==> config.mk <==
export PLATFORM = sky130hd
export DESIGN_NAME = rx_frame_pingpong_flat
export DESIGN_NICKNAME = d
export VERILOG_FILES = /design/src/rtl/rx_frame_pingpong_if.sv /design/src/rtl/rx_frame_pingpong.sv /design/src/flat_wrapper.sv
export SDC_FILE = /design/constraint.sdc
export NUM_CORES = 1
export LEC_CHECK = 0
export ABC_AREA = 1
export CAP_MARGIN = 25
export CORE_MARGIN = 2
export CORE_UTILIZATION = 53
export CTS_CLUSTER_SIZE = 20
export DETAILED_ROUTE_END_ITERATION = 8
export GPL_TIMING_DRIVEN = 0
export PLACE_DENSITY = 0.73
export SLEW_MARGIN = 20
export SYNTH_ARGS = -nofsm -noshare
export SYNTH_HDL_FRONTEND = slang
export SYNTH_SLANG_ARGS = --single-unit
==> constraint.sdc <==
create_clock -name clk -period 3.9 [get_ports clk]
set_clock_uncertainty 0.05 [all_clocks]
set_input_delay 0.78 -clock clk [delete_from_list [all_inputs] [get_ports clk]]
set_output_delay 0.78 -clock clk [all_outputs]
set_load 0.03 [all_outputs]
==> src/rtl/rx_frame_pingpong_if.sv <==
// Handshake/bus bundle between the UART RX side, the host reader and rx_frame_pingpong.
// master = producer/host side, slave = frame buffer.
interface rx_frame_pingpong_if #(
    parameter int DATA_W = 8,
    parameter int ADDR_W = 3
);
    logic              wr;
    logic [DATA_W-1:0] w_data;
    logic [ADDR_W-1:0] address;
    logic [DATA_W-1:0] r_data;
    logic              frame_ready;
    logic [ADDR_W-1:0] frame_len;
    logic              frame_ack;
    logic              overflow;
    logic              ovf_clr;

    modport master (
        output wr, w_data, address, frame_ack, ovf_clr,
        input  r_data, frame_ready, frame_len, overflow
    );

    modport slave (
        input  wr, w_data, address, frame_ack, ovf_clr,
        output r_data, frame_ready, frame_len, overflow
    );
endinterface

==> src/rtl/rx_frame_pingpong.sv <==
// Ping-pong frame buffer for UART RX words with registered random-access reads.
// Optional partial-frame idle flush is enabled by defining RX_FRAME_TMO_EN.
module rx_frame_pingpong #(
    parameter int DATA_W  = 8,
    parameter int DEPTH   = 5,
    parameter int ADDR_W  = 3,
    parameter int TMO_CYC = 1000
) (
    input  logic                 clk,
    input  logic                 rst_n,
    rx_frame_pingpong_if.slave   bus
);
    typedef enum logic {W_FILL, W_WAIT} wstate_t;
    typedef enum logic {R_EMPTY, R_READY} rstate_t;

    localparam logic [ADDR_W-1:0] LAST     = ADDR_W'(DEPTH - 1);
    localparam logic [ADDR_W-1:0] LEN_FULL = ADDR_W'(DEPTH);

    if (DEPTH < 2 || (1 << ADDR_W) <= DEPTH || TMO_CYC < 1) begin : g_bad_param
        $error("rx_frame_pingpong: illegal parameter set");
    end

    logic [DATA_W-1:0] r_mem [0:1][0:DEPTH-1];

    wstate_t           r_wstate, w_wstate_nx;
    rstate_t           r_rstate, w_rstate_nx;
    logic [ADDR_W-1:0] r_wptr, w_wptr_nx;
    logic              r_wbank, r_rbank;
    logic [ADDR_W-1:0] r_frame_len, w_len_nx;
    logic [ADDR_W-1:0] r_pend_len, w_pend_nx;
    logic              r_ovf;
    logic [DATA_W-1:0] r_rdata, w_rdata;
    logic              w_store, w_swap, w_drop, w_evt, w_tmo;
    logic [ADDR_W-1:0] w_evt_len;
    logic [DATA_W-1:0] w_status;

`ifdef RX_FRAME_TMO_EN
    localparam int CNT_W = $clog2(TMO_CYC + 1);
    logic [CNT_W-1:0] r_idle;

    assign w_tmo = (r_wstate == W_FILL) && !bus.wr && (r_wptr != '0)
                   && (r_idle == CNT_W'(TMO_CYC - 1));

    always_ff @(posedge clk or negedge rst_n) begin
        if (!rst_n)
            r_idle <= '0;
        else if (bus.wr || r_wstate != W_FILL || r_wptr == '0 || w_tmo)
            r_idle <= '0;
        else
            r_idle <= r_idle + 1'b1;
    end
`else
    assign w_tmo = 1'b0;
`endif

    always_comb begin
        w_wstate_nx = r_wstate;
        w_rstate_nx = r_rstate;
        w_wptr_nx   = r_wptr;
        w_len_nx    = r_frame_len;
        w_pend_nx   = r_pend_len;
        w_store     = 1'b0;
        w_swap      = 1'b0;
        w_drop      = 1'b0;
        w_evt       = 1'b0;
        w_evt_len   = LEN_FULL;
        unique case (r_wstate)
            W_FILL: begin
                if (bus.wr) begin
                    w_store = 1'b1;
                    if (r_wptr == LAST) begin
                        w_evt     = 1'b1;
                        w_wptr_nx = '0;
                    end else begin
                        w_wptr_nx = r_wptr + 1'b1;
                    end
                end else if (w_tmo) begin
                    w_evt     = 1'b1;
                    w_evt_len = r_wptr;
                    w_wptr_nx = '0;
                end
                // an ack on the completing edge frees the read bank in time
                if (w_evt) begin
                    if (r_rstate == R_EMPTY || bus.frame_ack) begin
                        w_swap   = 1'b1;
                        w_len_nx = w_evt_len;
                    end else begin
                        w_wstate_nx = W_WAIT;
                        w_pend_nx   = w_evt_len;
                    end
                end
            end
            W_WAIT: begin
                w_drop = bus.wr;
                if (bus.frame_ack) begin
                    w_swap      = 1'b1;
                    w_len_nx    = r_pend_len;
                    w_wstate_nx = W_FILL;
                end
            end
            default: w_wstate_nx = W_FILL;
        endcase
        if (w_swap) begin
            w_rstate_nx = R_READY;
        end else if (r_rstate == R_READY && bus.frame_ack) begin
            w_rstate_nx = R_EMPTY;
            w_len_nx    = '0;
        end
    end

    always_ff @(posedge clk or negedge rst_n) begin
        if (!rst_n) begin
            r_wstate    <= W_FILL;
            r_rstate    <= R_EMPTY;
            r_wptr      <= '0;
            r_wbank     <= 1'b0;
            r_rbank     <= 1'b1;
            r_frame_len <= '0;
            r_pend_len  <= '0;
            r_ovf       <= 1'b0;
            r_rdata     <= '0;
        end else begin
            r_wstate    <= w_wstate_nx;
            r_rstate    <= w_rstate_nx;
            r_wptr      <= w_wptr_nx;
            r_frame_len <= w_len_nx;
            r_pend_len  <= w_pend_nx;
            r_rdata     <= w_rdata;
            if (w_swap) begin
                r_wbank <= r_rbank;
                r_rbank <= r_wbank;
            end
            if (w_drop)
                r_ovf <= 1'b1;
            else if (bus.ovf_clr)
                r_ovf <= 1'b0;
        end
    end

    always_ff @(posedge clk) begin
        if (w_store)
            r_mem[r_wbank][r_wptr] <= bus.w_data;
    end

    assign w_status = {{(DATA_W-3){1'b0}}, (r_wstate == W_WAIT),
                       r_ovf, (r_rstate == R_READY)};

    always_comb begin
        w_rdata = '0;
        if (bus.address < LEN_FULL)
            w_rdata = r_mem[r_rbank][bus.address];
        else if (bus.address == LEN_FULL)
            w_rdata = w_status;
    end

    assign bus.r_data      = r_rdata;
    assign bus.frame_ready = (r_rstate == R_READY);
    assign bus.frame_len   = r_frame_len;
    assign bus.overflow    = r_ovf;
endmodule
==> src/flat_wrapper.sv <==
// flat-port wrapper written by rule: the top's interface ports become plain ports
module rx_frame_pingpong_flat 
#(
    parameter int DATA_W  = 8,
    parameter int DEPTH   = 5,
    parameter int ADDR_W  = 3,
    parameter int TMO_CYC = 1000
)
  (clk, rst_n, bus_wr, bus_w_data, bus_address, bus_frame_ack, bus_ovf_clr, bus_r_data, bus_frame_ready, bus_frame_len, bus_overflow);
  rx_frame_pingpong_if #(.DATA_W(DATA_W), .ADDR_W(ADDR_W)) bus_i ();
  input  logic clk;
  input  logic rst_n;
  input wire logic [$bits(bus_i.wr)-1:0] bus_wr;
  input wire logic [$bits(bus_i.w_data)-1:0] bus_w_data;
  input wire logic [$bits(bus_i.address)-1:0] bus_address;
  input wire logic [$bits(bus_i.frame_ack)-1:0] bus_frame_ack;
  input wire logic [$bits(bus_i.ovf_clr)-1:0] bus_ovf_clr;
  output wire logic [$bits(bus_i.r_data)-1:0] bus_r_data;
  output wire logic [$bits(bus_i.frame_ready)-1:0] bus_frame_ready;
  output wire logic [$bits(bus_i.frame_len)-1:0] bus_frame_len;
  output wire logic [$bits(bus_i.overflow)-1:0] bus_overflow;
  assign bus_i.wr = bus_wr;
  assign bus_i.w_data = bus_w_data;
  assign bus_i.address = bus_address;
  assign bus_i.frame_ack = bus_frame_ack;
  assign bus_i.ovf_clr = bus_ovf_clr;
  assign bus_r_data = bus_i.r_data;
  assign bus_frame_ready = bus_i.frame_ready;
  assign bus_frame_len = bus_i.frame_len;
  assign bus_overflow = bus_i.overflow;
  rx_frame_pingpong #(.DATA_W(DATA_W), .DEPTH(DEPTH), .ADDR_W(ADDR_W), .TMO_CYC(TMO_CYC)) u_core (.clk(clk), .rst_n(rst_n), .bus(bus_i));
endmodule
==> run summary <==
CELLS AND AREA
----------------------------------------------------------------------------------------------------
Final core utilization                                                                         64.0%
Synth-to-Final Area Change                                                                     16.0%
Storage element area                                                                    0.00290 mm^2
Multi-input gate area in the final layout                                               0.00102 mm^2
Final standard cell count with taps included and fillers excluded                                555
Filler Cells Inserted                                                                            632
Final antenna diode count                                                                          0
Net count, final                                                                                 466
Final design instance area without fill                                                 0.00497 mm^2
Share of post-route cells with drive strength above 1                                          10.8%

DIE
----------------------------------------------------------------------------------------------------
Die width                                                                                    93.9 um
Chip Height                                                                                  93.9 um
Number of top-level pins                                                                          29
Die outline area                                                                        0.00881 mm^2
Core region area                                                                        0.00777 mm^2
Initial Utilization                                                                            55.1%
FP Rows                                                                                           32

TIMING
----------------------------------------------------------------------------------------------------
Final Hold Vio Count                                                                               0
Worst Tran Pin Value                                                                        0.785 ns
Final number of max-transition violations                                                          0
Fin crit share                                                                                 61.3%
Tmin final                                                                                   2.39 ns
Final setup margin                                                                           1.51 ns
Maximum operating frequency                                                                  418 MHz
Setup violation total in the final timing report                                                   0
Tightest slew margin relative to the limit                                                     47.4%
Setup repair after global routing missed its margin                                            false
Final-layout setup total negative slack                                                         0 ns
Fin Hold WS                                                                                 0.425 ns

SETUP PATH
----------------------------------------------------------------------------------------------------
Critical register-to-register path endpoint                                             u_core.r_mem[1][13]
Setup crit end kind                                                                         register
Slack of the worst reg-to-reg path                                                           1.96 ns
WP data arrival                                                                              2.42 ns
Worst Setup Start Kind                                                                    input port
Max FO, Critical Path                                                                              7
Worst Path Class, Setup                                                                 input port to register
Endpoint required time on the critical path                                                  3.93 ns
Worst reg2reg startpoint                                                                u_core.r_wstate
R2R cell count                                                                                     6

RUN
----------------------------------------------------------------------------------------------------
Maxcap violations                                                                                  0

CLOCKING
----------------------------------------------------------------------------------------------------
Cell at the root of the clock tree                                                          clkbuf_8
Insertion delay to the later sink of the worst-skew pair                                     0.37 ns
Quantity of hold-fixing buffers added after cts                                                    0
Max H-tree Level                                                                                   3
CTS tree                                                                                        done
Number of clock buffers inserted by TritonCTS                                                      9
Clock-pin slew reported for the worst setup and hold paths after clock tree synthesis        0.10 ns
Number of buffers inserted to repair setup after CTS                                               0
Max Root-Sink Buffers                                                                              2
PostCTS Resize Cnt                                                                                 0
Number of sinks on the clock net                                                                 100

DRT
----------------------------------------------------------------------------------------------------
Average wire per standard cell                                                               15.5 um
Number of iterations in the first detailed-routing pass                                            5
Routed Antenna Nets                                                                                0
Total via count in the routed design                                                            2857
Mean number of vias per cell                                                                    5.15
DRC errors left                                                                                    0
Total Routed Length                                                                          8.60 mm
Initial detailed-routing violation count                                                         197

SYNTHESIS
----------------------------------------------------------------------------------------------------
Post-synth cell types                                                                             24
Sequential fraction of the synthesis area                                                      67.8%
Cell taking the most area after synthesis                                                   edfxtp_1
Mapped Area                                                                             0.00428 mm^2
Net count after synthesis                                                                        424
Syn Area/Cell                                                                              10.5 um^2
Post-synth top area share                                                                      56.1%
Synthesized flop and latch total                                                                 100
Syn Inst Count                                                                                   406
Top cells by area in the synthesized netlist                                            edfxtp_1 56%, nand2_1 12%, dfrtp_1 11%
Synthesis Warnings                                                                                 0

GRT
----------------------------------------------------------------------------------------------------
Total overflow reported by the global router                                                       0
Global-route wire length before repair                                                       13.6 mm
Tot GR Track Use                                                                               21.2%
Number of antenna violations at the first check in global routing                                  0
Largest net degree at the start of global routing                                                 21
Number of global-route vias before repair                                                       2646

HOLD PATH
----------------------------------------------------------------------------------------------------
Worst Hold Endpoint                                                                     u_core.r_pend_len[0]
Beginning of the worst hold path                                                        u_core.r_pend_len[0]
Min-delay worst type                                                                    register to register
Worst Hold Depth                                                                                   2

POWER
----------------------------------------------------------------------------------------------------
Static Leak                                                                                  2.16 nW
Total chip power                                                                             2.87 mW
Max IR drop VDD                                                                           0.000271 V
Power density of the placed cells                                                        577 mW/mm^2

PLACE
----------------------------------------------------------------------------------------------------
Instance count after placement with tap cells included                                           537
Area of placed instances                                                                0.00472 mm^2
Final HPWL DP                                                                                5.90 mm
Final weighted congestion in routability-driven placement                                      0.937
Worst slack, placed                                                                         0.854 ns
Port Buf Inserts                                                                                  26

STATUS
----------------------------------------------------------------------------------------------------
Result of the run                                                                       complete, no violations

worst max-delay path, stage by stage:
cell and delay (ns):
clkdlybuf4s50_1 0.48, inv_1 0.08, nor2_4 0.16, inv_2 0.07
nor2_4 0.10, inv_2 0.06, nor3_1 0.40, clkbuf_2 0.28
metal layers:
metal	vias to the layer above	track usage, %	part of all wire (%)
met4	0	7.49	1.9
met2	91	33.3	48
met1	1347	29.9	44
met5	-	0	0
met3	18	3.85	6.5
li1	1401	-	-
registers in the layout (all words and copies together), names as in the netlist:
| name | cells |
|---|---|
| u_core.bus.frame_len | 3 |
| u_core.bus.frame_ready | 1 |
| u_core.bus.overflow | 1 |
| u_core.bus.r_data | 8 |
| u_core.r_mem | 80 |
| u_core.r_pend_len | 1 |
| u_core.r_rbank | 1 |
| u_core.r_wbank | 1 |
| u_core.r_wptr | 3 |
| u_core.r_wstate | 1 |
cell usage after synthesis (all sizes together):
master and n:
a21oi 6, and3 1, buf 13, clkinv 1, dfrtp 19, dfstp 1
edfxtp 80, ha 2, inv 67, nand2 133, nand3 58, nand4 2
nor2 9, nor3 8, nor4 2, o21ai 3, o22ai 1
worst max-delay path by stage:
| stage | cells past startpoint | end | start | slack (ns) |
|---|---|---|---|---|
| 2_1_floorplan | 4 | u_core.r_mem[0][0] | bus_wr | 1.54 |
| 5_1_grt | 5 | u_core.r_mem[0][22] | bus_wr | 1.40 |
| 4_1_cts | 7 | u_core.r_mem[1][8] | bus_wr | 1.24 |
| 6_report | 8 | u_core.r_mem[1][13] | bus_wr | 1.51 |
| 3_5_place_dp | 7 | u_core.r_mem[1][10] | bus_wr | 0.85 |
| 3_3_place_gp | 5 | u_core.r_mem[1][4] | bus_wr | 0.58 |
placed cells by master (no fill, tap or decap), drive strengths merged:
cell / netlist / routed
clkdlybuf4s50: 0 / 26
and3: 1 / 1
clkbuf: 0 / 15
edfxtp: 80 / 80
nor4: 2 / 2
o22ai: 1 / 1
nor3: 8 / 8
o21ai: 3 / 3
ha: 2 / 2
dfstp: 1 / 1
nor2: 9 / 9
nand4: 2 / 2
dfrtp: 19 / 19
inv: 67 / 69
clkinv: 1 / 1
a21oi: 6 / 6
nand3: 58 / 58
nand2: 133 / 133
buf: 13 / 17
cell type report:
cell class	count	area share (%)
Buffer	13	2.44
Clock buffer	14	4.36
Clock inverter	2	0.302
Inverter	68	5.34
Multi-Input combinational cell	225	20.6
Sequential cell	100	58.4
Tap cell	102	2.57
Timing Repair Buffer	31	5.94
kinds of logic (layout without fill, tap and decap cells):
| logic type | Yosys count | count (layout) | share of synthesized area [%] |
|---|---|---|---|
| compound gates | 10 | 10 | 1.20 |
| fa+ha+maj | 2 | 2 | 0.584 |
| buf+inv | 81 | 128 | 9.03 |
| flops | 100 | 100 | 67.8 |
| simple gates | 213 | 213 | 21.4 |
power breakdown:
group,internal (mW),leakage (nW),switching [mW]
registers,1.30,0.971,0.0646
clock network,0.370,0.119,0.359
logic,0.275,1.07,0.503
total,1.94,2.16,0.926
Power figures use the tool's default switching activity.
